--- src/rtl/voice_sched_pkg.sv ---
// Shared types and helpers for the voice phase scheduler slice.
// Build option: VOICE_HARD_SYNC_EN (hard-sync) is handled in the files that use it.
package voice_sched_pkg;

  typedef enum logic {
    IDLE = 1'b0,
    RUN  = 1'b1
  } sched_state_t;

  // A single-voice build still needs a one-bit index to keep port widths legal
  function automatic int voice_idx_width(input int num_voices);
    return (num_voices > 1) ? $clog2(num_voices) : 1;
  endfunction

endpackage

--- src/rtl/voice_phase_scheduler_if.sv ---
// Bus between the pattern sequencer (master) and the voice phase scheduler (slave).
// VOICE_HARD_SYNC_EN adds the per-voice sync_mask input.
interface voice_phase_scheduler_if
  import voice_sched_pkg::*;
#(
  parameter int PHASE_WIDTH = 10,
  parameter int NUM_VOICES  = 4
);

  localparam int IW = voice_idx_width(NUM_VOICES);

  logic                   sample_tick;
  logic                   cfg_we;
  logic [IW-1:0]          cfg_voice;
  logic [PHASE_WIDTH-1:0] cfg_fcw;
  logic                   cfg_enable;
  logic                   cfg_phase_rst;
  logic                   overrun_clr;
`ifdef VOICE_HARD_SYNC_EN
  logic [NUM_VOICES-1:0]  sync_mask;
`endif
  logic [PHASE_WIDTH-1:0] phase_out;
  logic [IW-1:0]          voice_id;
  logic                   phase_valid;
  logic                   frame_done;
  logic                   busy;
  logic                   overrun;

  modport master (
`ifdef VOICE_HARD_SYNC_EN
    output sync_mask,
`endif
    output sample_tick, cfg_we, cfg_voice, cfg_fcw, cfg_enable, cfg_phase_rst, overrun_clr,
    input  phase_out, voice_id, phase_valid, frame_done, busy, overrun
  );

  modport slave (
`ifdef VOICE_HARD_SYNC_EN
    input  sync_mask,
`endif
    input  sample_tick, cfg_we, cfg_voice, cfg_fcw, cfg_enable, cfg_phase_rst, overrun_clr,
    output phase_out, voice_id, phase_valid, frame_done, busy, overrun
  );

endinterface

--- src/rtl/voice_cfg_regfile.sv ---
// Per-voice FCW / enable / phase storage with a config write port and a scheduler
// read-modify-write port; a phase-reset write beats the same-cycle accumulate.
module voice_cfg_regfile
  import voice_sched_pkg::*;
#(
  parameter int  PHASE_WIDTH = 10,
  parameter int  NUM_VOICES  = 4,
  localparam int IW          = voice_idx_width(NUM_VOICES)
) (
  input  logic                   clk,
  input  logic                   rst_active_high,
  input  logic                   cfg_we,
  input  logic [IW-1:0]          cfg_voice,
  input  logic [PHASE_WIDTH-1:0] cfg_fcw,
  input  logic                   cfg_enable,
  input  logic                   cfg_phase_rst,
  input  logic [IW-1:0]          rd_idx,
  output logic [PHASE_WIDTH-1:0] rd_fcw,
  output logic                   rd_enable,
  output logic [PHASE_WIDTH-1:0] rd_phase,
  input  logic                   upd_we,
  input  logic [PHASE_WIDTH-1:0] upd_phase
);

  localparam logic [IW:0] NV_EXT = (IW+1)'(NUM_VOICES);

  logic [PHASE_WIDTH-1:0] fcw_q   [NUM_VOICES];
  logic                   en_q    [NUM_VOICES];
  logic [PHASE_WIDTH-1:0] phase_q [NUM_VOICES];
  logic                   cfg_hit;

  assign cfg_hit = cfg_we && ({1'b0, cfg_voice} < NV_EXT);

  // Reads are combinational so a same-cycle write only affects the next frame
  assign rd_fcw    = fcw_q[rd_idx];
  assign rd_enable = en_q[rd_idx];
  assign rd_phase  = phase_q[rd_idx];

  always_ff @(posedge clk or posedge rst_active_high) begin
    if (rst_active_high) begin
      for (int v = 0; v < NUM_VOICES; v++) begin
        fcw_q[v] <= '0;
        en_q[v]  <= 1'b0;
      end
    end else if (cfg_hit) begin
      fcw_q[cfg_voice] <= cfg_fcw;
      en_q[cfg_voice]  <= cfg_enable;
    end
  end

  always_ff @(posedge clk or posedge rst_active_high) begin
    if (rst_active_high) begin
      for (int v = 0; v < NUM_VOICES; v++) begin
        phase_q[v] <= '0;
      end
    end else begin
      for (int v = 0; v < NUM_VOICES; v++) begin
        if (cfg_hit && cfg_phase_rst && (cfg_voice == IW'(v))) begin
          phase_q[v] <= '0;
        end else if (upd_we && (rd_idx == IW'(v))) begin
          phase_q[v] <= upd_phase;
        end
      end
    end
  end

endmodule

--- src/rtl/voice_phase_scheduler.sv ---
// Time-multiplexed phase accumulator: one voice per clk after each sample_tick.
// Define VOICE_HARD_SYNC_EN to enable carry-driven hard sync between adjacent voices.
module voice_phase_scheduler
  import voice_sched_pkg::*;
#(
  parameter int PHASE_WIDTH = 10,
  parameter int NUM_VOICES  = 4
) (
  input  logic                  clk,
  input  logic                  rst_active_high,
  voice_phase_scheduler_if.slave bus
);

  localparam int            IW   = voice_idx_width(NUM_VOICES);
  localparam logic [IW-1:0] LAST = IW'(NUM_VOICES - 1);

  sched_state_t           state_q;
  sched_state_t           state_d;
  logic [IW-1:0]          idx_q;

  logic [PHASE_WIDTH-1:0] rd_fcw;
  logic                   rd_enable;
  logic [PHASE_WIDTH-1:0] rd_phase;
  logic                   upd_we;
  logic [PHASE_WIDTH-1:0] sum;
  logic [PHASE_WIDTH-1:0] new_phase;

  logic [PHASE_WIDTH-1:0] phase_out_q;
  logic [IW-1:0]          voice_id_q;
  logic                   phase_valid_q;
  logic                   frame_done_q;
  logic                   busy_q;
  logic                   overrun_q;

`ifdef VOICE_HARD_SYNC_EN
  logic carry;
  logic carry_out;
  logic sync_pend_q;

  assign {carry, sum} = {1'b0, rd_phase} + {1'b0, rd_fcw};
`else
  assign sum = rd_phase + rd_fcw;
`endif

  voice_cfg_regfile #(
    .PHASE_WIDTH (PHASE_WIDTH),
    .NUM_VOICES  (NUM_VOICES)
  ) u_regfile (
    .clk             (clk),
    .rst_active_high (rst_active_high),
    .cfg_we          (bus.cfg_we),
    .cfg_voice       (bus.cfg_voice),
    .cfg_fcw         (bus.cfg_fcw),
    .cfg_enable      (bus.cfg_enable),
    .cfg_phase_rst   (bus.cfg_phase_rst),
    .rd_idx          (idx_q),
    .rd_fcw          (rd_fcw),
    .rd_enable       (rd_enable),
    .rd_phase        (rd_phase),
    .upd_we          (upd_we),
    .upd_phase       (new_phase)
  );

  always_ff @(posedge clk or posedge rst_active_high) begin
    if (rst_active_high) begin
      state_q <= IDLE;
      idx_q   <= '0;
    end else begin
      state_q <= state_d;
      if (state_q == RUN && idx_q != LAST) begin
        idx_q <= idx_q + IW'(1);
      end else begin
        idx_q <= '0;
      end
    end
  end

  always_comb begin
    state_d = state_q;
    case (state_q)
      IDLE:    if (bus.sample_tick) state_d = RUN;
      RUN:     if (idx_q == LAST)   state_d = IDLE;
      default: state_d = IDLE;
    endcase
  end

  // A disabled voice is still written back (with its held phase) and reported
  always_comb begin
    upd_we    = (state_q == RUN);
    new_phase = rd_phase;
`ifdef VOICE_HARD_SYNC_EN
    carry_out = 1'b0;
`endif
    if (state_q == RUN && rd_enable) begin
      new_phase = sum;
`ifdef VOICE_HARD_SYNC_EN
      carry_out = carry;
`endif
    end
`ifdef VOICE_HARD_SYNC_EN
    if (state_q == RUN && sync_pend_q && idx_q != '0 && bus.sync_mask[idx_q]) begin
      new_phase = '0;
      carry_out = 1'b0;
    end
`endif
  end

  always_ff @(posedge clk or posedge rst_active_high) begin
    if (rst_active_high) begin
      phase_out_q   <= '0;
      voice_id_q    <= '0;
      phase_valid_q <= 1'b0;
      frame_done_q  <= 1'b0;
      busy_q        <= 1'b0;
      overrun_q     <= 1'b0;
    end else begin
      phase_valid_q <= (state_q == RUN);
      frame_done_q  <= (state_q == RUN) && (idx_q == LAST);
      busy_q        <= (state_d == RUN);
      if (state_q == RUN) begin
        phase_out_q <= new_phase;
        voice_id_q  <= idx_q;
      end
      // A dropped tick must win over a same-cycle clear
      if (bus.sample_tick && state_q == RUN) begin
        overrun_q <= 1'b1;
      end else if (bus.overrun_clr) begin
        overrun_q <= 1'b0;
      end
    end
  end

`ifdef VOICE_HARD_SYNC_EN
  // The carry only links neighbours within one frame, never last voice to voice 0
  always_ff @(posedge clk or posedge rst_active_high) begin
    if (rst_active_high) begin
      sync_pend_q <= 1'b0;
    end else begin
      sync_pend_q <= (state_q == RUN && idx_q != LAST) ? carry_out : 1'b0;
    end
  end
`endif

  assign bus.phase_out   = phase_out_q;
  assign bus.voice_id    = voice_id_q;
  assign bus.phase_valid = phase_valid_q;
  assign bus.frame_done  = frame_done_q;
  assign bus.busy        = busy_q;
  assign bus.overrun     = overrun_q;

endmodule

--- src/flat_wrapper.sv ---
// flat-port wrapper written by rule: the top's interface ports become plain ports
module voice_phase_scheduler_flat import voice_sched_pkg::*;
#(
  parameter int PHASE_WIDTH = 10,
  parameter int NUM_VOICES  = 4
)
  (clk, rst_active_high, bus_sample_tick, bus_cfg_we, bus_cfg_voice, bus_cfg_fcw, bus_cfg_enable, bus_cfg_phase_rst, bus_overrun_clr, bus_phase_out, bus_voice_id, bus_phase_valid, bus_frame_done, bus_busy, bus_overrun);
  voice_phase_scheduler_if #(.PHASE_WIDTH(PHASE_WIDTH), .NUM_VOICES(NUM_VOICES)) bus_i ();
  input  logic clk;
  input  logic rst_active_high;
  input wire logic [$bits(bus_i.sample_tick)-1:0] bus_sample_tick;
  input wire logic [$bits(bus_i.cfg_we)-1:0] bus_cfg_we;
  input wire logic [$bits(bus_i.cfg_voice)-1:0] bus_cfg_voice;
  input wire logic [$bits(bus_i.cfg_fcw)-1:0] bus_cfg_fcw;
  input wire logic [$bits(bus_i.cfg_enable)-1:0] bus_cfg_enable;
  input wire logic [$bits(bus_i.cfg_phase_rst)-1:0] bus_cfg_phase_rst;
  input wire logic [$bits(bus_i.overrun_clr)-1:0] bus_overrun_clr;
  output wire logic [$bits(bus_i.phase_out)-1:0] bus_phase_out;
  output wire logic [$bits(bus_i.voice_id)-1:0] bus_voice_id;
  output wire logic [$bits(bus_i.phase_valid)-1:0] bus_phase_valid;
  output wire logic [$bits(bus_i.frame_done)-1:0] bus_frame_done;
  output wire logic [$bits(bus_i.busy)-1:0] bus_busy;
  output wire logic [$bits(bus_i.overrun)-1:0] bus_overrun;
  assign bus_i.sample_tick = bus_sample_tick;
  assign bus_i.cfg_we = bus_cfg_we;
  assign bus_i.cfg_voice = bus_cfg_voice;
  assign bus_i.cfg_fcw = bus_cfg_fcw;
  assign bus_i.cfg_enable = bus_cfg_enable;
  assign bus_i.cfg_phase_rst = bus_cfg_phase_rst;
  assign bus_i.overrun_clr = bus_overrun_clr;
  assign bus_phase_out = bus_i.phase_out;
  assign bus_voice_id = bus_i.voice_id;
  assign bus_phase_valid = bus_i.phase_valid;
  assign bus_frame_done = bus_i.frame_done;
  assign bus_busy = bus_i.busy;
  assign bus_overrun = bus_i.overrun;
  voice_phase_scheduler #(.PHASE_WIDTH(PHASE_WIDTH), .NUM_VOICES(NUM_VOICES)) u_core (.clk(clk), .rst_active_high(rst_active_high), .bus(bus_i));
endmodule
--- config.mk ---
export PLATFORM = sky130hd
export DESIGN_NAME = voice_phase_scheduler_flat
export DESIGN_NICKNAME = d
export VERILOG_FILES = /design/src/rtl/voice_sched_pkg.sv /design/src/rtl/voice_phase_scheduler_if.sv /design/src/rtl/voice_cfg_regfile.sv /design/src/rtl/voice_phase_scheduler.sv /design/src/flat_wrapper.sv
export SDC_FILE = /design/constraint.sdc
export NUM_CORES = 1
export LEC_CHECK = 0
export ABC_CLOCK_PERIOD_IN_PS = 4000
export CELL_PAD_IN_SITES_DETAIL_PLACEMENT = 0
export CELL_PAD_IN_SITES_GLOBAL_PLACEMENT = 1
export CORE_MARGIN = 4
export CORE_UTILIZATION = 34
export CTS_CLUSTER_DIAMETER = 80
export DETAILED_ROUTE_END_ITERATION = 7
export PLACE_DENSITY_LB_ADDON = 0.15
export RECOVER_POWER = 25
export SLEW_MARGIN = 20
export SYNTH_ARGS = -nofsm -noshare
export SYNTH_HDL_FRONTEND = slang
export SYNTH_SLANG_ARGS = --single-unit
--- constraint.sdc ---
create_clock -name clk -period 4 [get_ports clk]
set_input_delay 0.8 -clock clk [delete_from_list [all_inputs] [get_ports clk]]
set_output_delay 0.8 -clock clk [all_outputs]
set_load 0.01 [all_outputs]
# --- After elaboration in Yosys (flattened, before gate mapping) ---
# Cells that the tools add are included.
totals:
  regBits: 102
  output_inout_bits: 16
  inputBits: 19
  wordCells: 84
op_classes:
  n_mux: 30
  n_bitwise: 3
  n_eq_ne: 7
  n_lt_le_gt_ge: 3
  add_sub_neg: 2
  reduce_logical: 20
ops:
  columns: ["cell", "n"]
  rows:
  - ["$mux W10", 14]
  - ["$bmux W10 S2", 2]
  - ["$bwmux W40", 1]
  - ["$demux W10 S2", 1]
  - ["$logic_and A1 B1 Y1", 13]
  - ["$add A10 B10 Y10", 1]
  - ["$reduce_bool A2 Y1", 5]
  - ["$eq A2 B2 Y1 const B", 4]
  - ["$mux W1", 7]
  - ["$ge A3 B3 Y1 const B", 2]
  - ["$not A2 Y3", 2]
  - ["$bwmux W4", 1]
  - ["$eq A2 B1 Y1 const B", 2]
  - ["$logic_not A2 Y1", 2]
  - ["$lt A3 B1 Y1 const B", 1]
  - ["$add A2 B1 Y2 const B", 1]
  - ["$bmux W1 S2", 1]
  - ["$demux W1 S2", 1]
  - ["$mux W2", 1]
  - ["$ne A2 B2 Y1 const B", 1]
  - ["$pmux W1 S2", 1]
  - ["$not A1 Y1", 1]

# --- Logic depth before layout (Yosys ltp) ---
logic_depth:
  word_depth: 8
  mapped_depth: 12
  ltp_nobuf: 9

# --- By module ---
# From an unflattened synthesis, not the netlist that was laid out.
hier_totals:
  cells_unflattened: 402
  area_unflattened_um2: 5046.1
modules_own_cells:
  columns: ["module", "seq_area_each_um2", "area_each_um2", "instances", "cells_per_inst"]
  rows:
  - ["voice_cfg_regfile", 2102.0, 3778.6, 1, 271]
  - ["voice_phase_scheduler", 450.4, 1267.5, 1, 131]

# --- Worst setup path before layout ---
# OpenSTA, ideal clock, no wires.
synth_timing:
  kind: "register to register"
  startpoint: "register u_core.idx_q[1]"
  endpoint: "register u_core.u_regfile.phase_q[28] (netlist name)"
  n_path_buf: 2
  setup_slack_ns: 0.841
  arrival_ns: 3.023
  required_time_ns: 3.864
  synth_period_minus_slack_ns: 3.159
  path_stages_with_launch: 11
  setup_ns: 0.136
  path_cell_list: "dfrtp_1 > buf_2 > buf_2 > mux4_2 > fa_1 > a21o_1 > a221oi_2 > o21ai_0 > xor2_1 > mux2i_1 > o21ai_0"
synth_via:
  elab_chain_len: 8
  elab_cells_between_ends: 18
  classes_between: "add/sub: 1; eq/ne: 1; mux: 12; bitwise: 1; reduce/logical: 3"
synth_lines:
  columns: ["element", "line_no", "text"]
  rows:
  - ["start, declared", "voice_phase_scheduler.sv:19", "logic [IW-1:0] idx_q;"]
  - ["start signal, assigned", "voice_phase_scheduler.sv:71", "idx_q <= idx_q + IW'(1);"]
  - ["$not A2 Y3 (implied by the code)", "voice_cfg_regfile.sv:35, voice_cfg_regfile.sv:36, voice_cfg_regfile.sv:37", null]
  - ["$bmux W10 S2 (tied with other cells)", "voice_cfg_regfile.sv:37", "assign rd_phase = phase_q[rd_idx];"]
  - ["$mux W10 (implied by the code) (tied with other cells) (2 in a row)", "voice_cfg_regfile.sv:37", null]
  - ["$add A10 B10 Y10 / $logic_and A1 B1 Y1 (equally long branches)", "voice_phase_scheduler.sv:42, voice_phase_scheduler.sv:94", null]
  - ["$mux W10", "voice_phase_scheduler.sv:94", "if (state_q == RUN && rd_enable) begin"]
  - ["$mux W10", "voice_cfg_regfile.sv:60", "end else if (upd_we && (rd_idx == IW'(v))) begin"]
  - ["$mux W10", "voice_cfg_regfile.sv:58", "if (cfg_hit && cfg_phase_rst && (cfg_voice == IW'(v))) begin"]
  - ["end signal, assigned by index", "voice_cfg_regfile.sv:61", "phase_q[v] <= upd_phase;"]
  - ["end, declared", "voice_cfg_regfile.sv:29", "logic [PHASE_WIDTH-1:0] phase_q [NUM_VOICES];"]
# Parallel ways exist; a longest one is shown, timed or not. The select of a mux whose other input is x is not followed.
# A chain may end at the register's enable or synchronous reset.

# --- Worst setup path after layout ---
layout_timing:
  startpoint: "register u_core.idx_q[0]"
  endpoint: "register u_core.phase_out_q[8] (netlist: u_core.bus.phase_out[8])"
layout_via:
  elab_chain_len: 6
  elab_cells_between_ends: 13
  classes_between: "add/sub: 1; mux: 10; bitwise: 1; reduce/logical: 1"
layout_lines:
  columns: ["element", "line_no", "text"]
  rows:
  - ["$not A2 Y3 (implied by the code) (*)", "voice_cfg_regfile.sv:35, voice_cfg_regfile.sv:36, voice_cfg_regfile.sv:37", null]
  - ["$bmux W10 S2 (tied with other cells)", "voice_cfg_regfile.sv:37", null]
  - ["$mux W10 (implied by the code) (tied with other cells) (2 in a row)", "voice_cfg_regfile.sv:37", null]
  - ["$add A10 B10 Y10 / $logic_and A1 B1 Y1 (equally long branches)", "voice_phase_scheduler.sv:42, voice_phase_scheduler.sv:94", null]
  - ["$mux W10 (*)", "voice_phase_scheduler.sv:94", null]
  - ["end signal, assigned", "voice_phase_scheduler.sv:121", "phase_out_q <= new_phase;"]
  - ["end, declared", "voice_phase_scheduler.sv:28", "logic [PHASE_WIDTH-1:0] phase_out_q;"]
# Mark *: on every way between the ends. The rest lies on a longest branch, timed or not. The select of a mux whose other input is x is not followed.

==> flow_summary.ini <==
[place]
numPortBuffers = 34
post-place-cells = 676
finalWeightedCongestion = 0.769
placedInstanceArea_mm2 = 0.00563
post-dp-hpwl_um = 8370

[global_route]
largest_net_degree_at_the_start_of_global_routing = 50
globalRouteOverflowTotal = 0
antenna_found_initial = 0
grt_pass1_wl_um = 20300
grt.total_usage_pct = 15.9
vias_in_the_first_global_route = 3557

[synth]
syn-instance-count = 472
synth_top_flop_cell = sky130_fd_sc_hd__dfrtp_1
yosysUniqueCellTypes = 49
syn_nets = 505
post_synth_instance_area_mm2 = 0.00511
async_flop_share_pct = 100
synth_enable_flop_cells = 0
yosys.area.top_type_share_pct = 49.9
ys.warnings.count = 0
yosysSeqAreaShare_pct = 49.9
synth_area_leader_cell = sky130_fd_sc_hd__dfrtp_1
synth-seq-cells = 102
dominant_cells_by_area_after_synthesis = sky130_fd_sc_hd__dfrtp_1 50%, sky130_fd_sc_hd__nand2_1 8.6%, sky130_fd_sc_hd__mux4_2 8.4%
postSynthAreaPerCell_um2 = 10.8

[timing]
finalHoldWorstSlack_ns = 0.404
max_transition_margin_pct = -53.4
finalCriticalPeriod_ns = 3.41
setup-tns-final_ns = 0
rsz0062_at_grt = false
timing.fmax_ghz = 0.293
setup_viol_count_final = 0
hold_viol = 0
clock_skews_ns = 0.00580
min_period_over_period_pct = 85.3
worst_slew_pin_slew_ns = 2.29
final_max_slew_viol_count = 50

[die]
core_mm2 = 0.0146
die_y_um = 131
standard_cell_row_count = 44
start_util_pct = 34.9
floorplan.die.width_um = 131
fp.dieArea_mm2 = 0.0171
num_io_pins = 35

[hold_path]
timing.hold.worst.class = reg2reg

[clock_tree]
cts_buffer_depth = 2
cts_hold_buf = 0
clock_sinks = 102
htreeDepth = 3
cts_resized = 0
cts_buffers = 9
path_clk_slew_ns = 0.07
clkLatencyLatePin_ns = 0.35
cts_setup_buffers = 0
tritoncts = done
cts_root_buf = sky130_fd_sc_hd__clkbuf_16

[pwr]
power_density_mw_per_mm2 = 781
p_seq_share_pct = 33.1
p_comb_share_pct = 46.1
cellLeakagePower_nw = 2.70
switching_power_mw = 1.83
share_clk_of_total_power_pct = 20.8
internal_power_mw = 2.82
ir_worst_vdd_v = 0.000270
power.switching_fraction_pct = 39.4

[finish]
most_used_cells_in_the_layout_excluding_fill_and_tap_cells = 117 x sky130_fd_sc_hd__nand2_1, 102 x sky130_fd_sc_hd__dfrtp_1, 33 x sky130_fd_sc_hd__o21ai_0
final_util_pct = 40.7
diodes = 0
sequential_cell_area_mm2 = 0.00255
final.fill_count = 1435
synthesis_to_layout_area_growth_pct = 16.5
multi_input_area_mm2 = 0.00239
finish.net_count = 536
drive_above_1_share_pct = 16.5
layout_commonest_cell = sky130_fd_sc_hd__nand2_1
final_cell_area_mm2 = 0.00596
post_layout_nonfiller_instances = 692

[route]
dr_total_vias = 3556
drt-vias-per-instance = 5.14
detail-route-antenna-nets = 0
wl_per_cell_um = 18.3
drt_iter0_markers = 281
residual_drc_count = 0
detail_route.wirelength_um = 12700
drt-pass1-iter-count = 4

[outcome]
failed_checks = capacitance limit, slew limit
outcome = finished with violations

[run]
maxCapViolCount = 1

[setup_path]
endpoint_kind = register
critical_path_peak_fanout = 19
critical_path_class = reg2reg
arrival_ns = 3.59
required_ns = 4.17
worst_setup_path_start_kind = register
registers in the layout, indices dropped and copies added (netlist names):
register,flops
u_core.bus.frame_done,1
u_core.bus.overrun,1
u_core.bus.voice_id,2
u_core.state_q,1
u_core.idx_q,2
u_core.bus.phase_out,10
u_core.u_regfile.fcw_q,40
u_core.bus.phase_valid,1
u_core.u_regfile.en_q,4
u_core.u_regfile.phase_q,40
area by class of cell:
cell class	count	share of cell area, %
Clock buffer	10	4.01
Clock inverter	6	1.55
Inverter	8	0.525
Multi-Input combinational cell	337	40.2
Sequential cell	102	42.8
Tap cell	184	3.86
Timing Repair Buffer	45	7.03
through the flow:
step / setup WS, ns / power, mW
after floorplan: 0.525 / 3.10
after global placement: 0.626 / 3.70
after detailed placement: 0.597 / 3.73
after CTS: 0.559 / 4.72
after global routing: 0.345 / 5.00
final: 0.587 / 4.65
cells by family (layout without fill, tap and decap cells):
logic type                 count (synthesis)  after routing  share of synthesized area (%)
xor gates and xnor gates                   6              6                           1.03
muxes                                     58             58                           17.2
AOI/OAI and AO/OA                         78             78                           9.20
and+or+nand+nor                          181            181                           15.7
adders and majority gates                 14             14                           3.57
DFF                                      102            102                           49.9
buffers and inverters                     33             69                           3.40
worst paths after layout:
| check | startpoint | to | slack (ns) | cells after the start |
|---|---|---|---|---|
| max in group asynchronous | rst_active_high | u_core.u_regfile.phase_q[28]$_DFFE_PP0P_ | 1.27 | 3 |
| worst max register to register | u_core.idx_q[0]$_DFF_PP0_ | u_core.bus.phase_out[8]$_DFFE_PP0P_ | 0.59 | 9 |
| worst min-delay path | u_core.state_q$_DFF_PP0_ | u_core.bus.phase_valid$_DFF_PP0_ | 0.40 | 0 |
| worst min register to register | u_core.state_q$_DFF_PP0_ | u_core.bus.phase_valid$_DFF_PP0_ | 0.40 | 0 |
| min in group asynchronous | rst_active_high | u_core.u_regfile.en_q[2]$_DFFE_PP0P_ | 1.52 | 2 |
| worst max-delay path | u_core.idx_q[0]$_DFF_PP0_ | u_core.bus.phase_out[8]$_DFFE_PP0P_ | 0.59 | 9 |
synth_stat cells, types with 2 or more instances:
cell / n
sky130_fd_sc_hd__xor2_1: 5
sky130_fd_sc_hd__nand2_1: 117
sky130_fd_sc_hd__clkbuf_1: 14
sky130_fd_sc_hd__a21oi_2: 5
sky130_fd_sc_hd__nor2_1: 23
sky130_fd_sc_hd__inv_1: 8
sky130_fd_sc_hd__ha_1: 13
sky130_fd_sc_hd__nor4b_1: 3
sky130_fd_sc_hd__o21ai_1: 7
sky130_fd_sc_hd__a21o_1: 5
sky130_fd_sc_hd__nand3_1: 11
sky130_fd_sc_hd__o21ai_0: 33
sky130_fd_sc_hd__buf_2: 4
sky130_fd_sc_hd__a32oi_1: 2
sky130_fd_sc_hd__mux2i_1: 13
sky130_fd_sc_hd__a21oi_1: 17
sky130_fd_sc_hd__a21boi_0: 2
sky130_fd_sc_hd__buf_6: 4
sky130_fd_sc_hd__mux2_2: 24
sky130_fd_sc_hd__and3_1: 4
sky130_fd_sc_hd__mux4_2: 19
sky130_fd_sc_hd__nand4_1: 2
sky130_fd_sc_hd__dfrtp_1: 102
sky130_fd_sc_hd__nor3_1: 3
sky130_fd_sc_hd__nor4_1: 4
sky130_fd_sc_hd__nand2b_1: 3
sky130_fd_sc_hd__nor3b_1: 2
sky130_fd_sc_hd__mux4_1: 2
metal layers:
layer  up-vias  track usage [%]  wire, um
met2        75             25.4      6200
li1       1712                -         -
met5         -                0         0
met3        16             4.59       620
met4         0             4.17       182
met1      1753             21.5      5670
worst max-delay path, stage by stage (launching register included):
cell and delay [ns]:
sky130_fd_sc_hd__dfrtp_1 0.58, sky130_fd_sc_hd__buf_4 0.42, sky130_fd_sc_hd__mux4_2 0.59, sky130_fd_sc_hd__ha_1 0.37, sky130_fd_sc_hd__a21o_1 0.21, sky130_fd_sc_hd__a221oi_2 0.30
sky130_fd_sc_hd__o21ai_0 0.16, sky130_fd_sc_hd__xor2_1 0.15, sky130_fd_sc_hd__mux2i_1 0.33, sky130_fd_sc_hd__a21oi_1 0.12
power groups by stage:
stage	Combinational, mW	Clock, mW	Sequential, mW
floorplan	1.59	0	1.52
global placement	2.14	0	1.56
detailed placement	2.17	0	1.56
CTS	2.17	1.00	1.54
global route	2.38	1.04	1.58
finish	2.14	0.969	1.54
(Power assumes the default switching activity.)
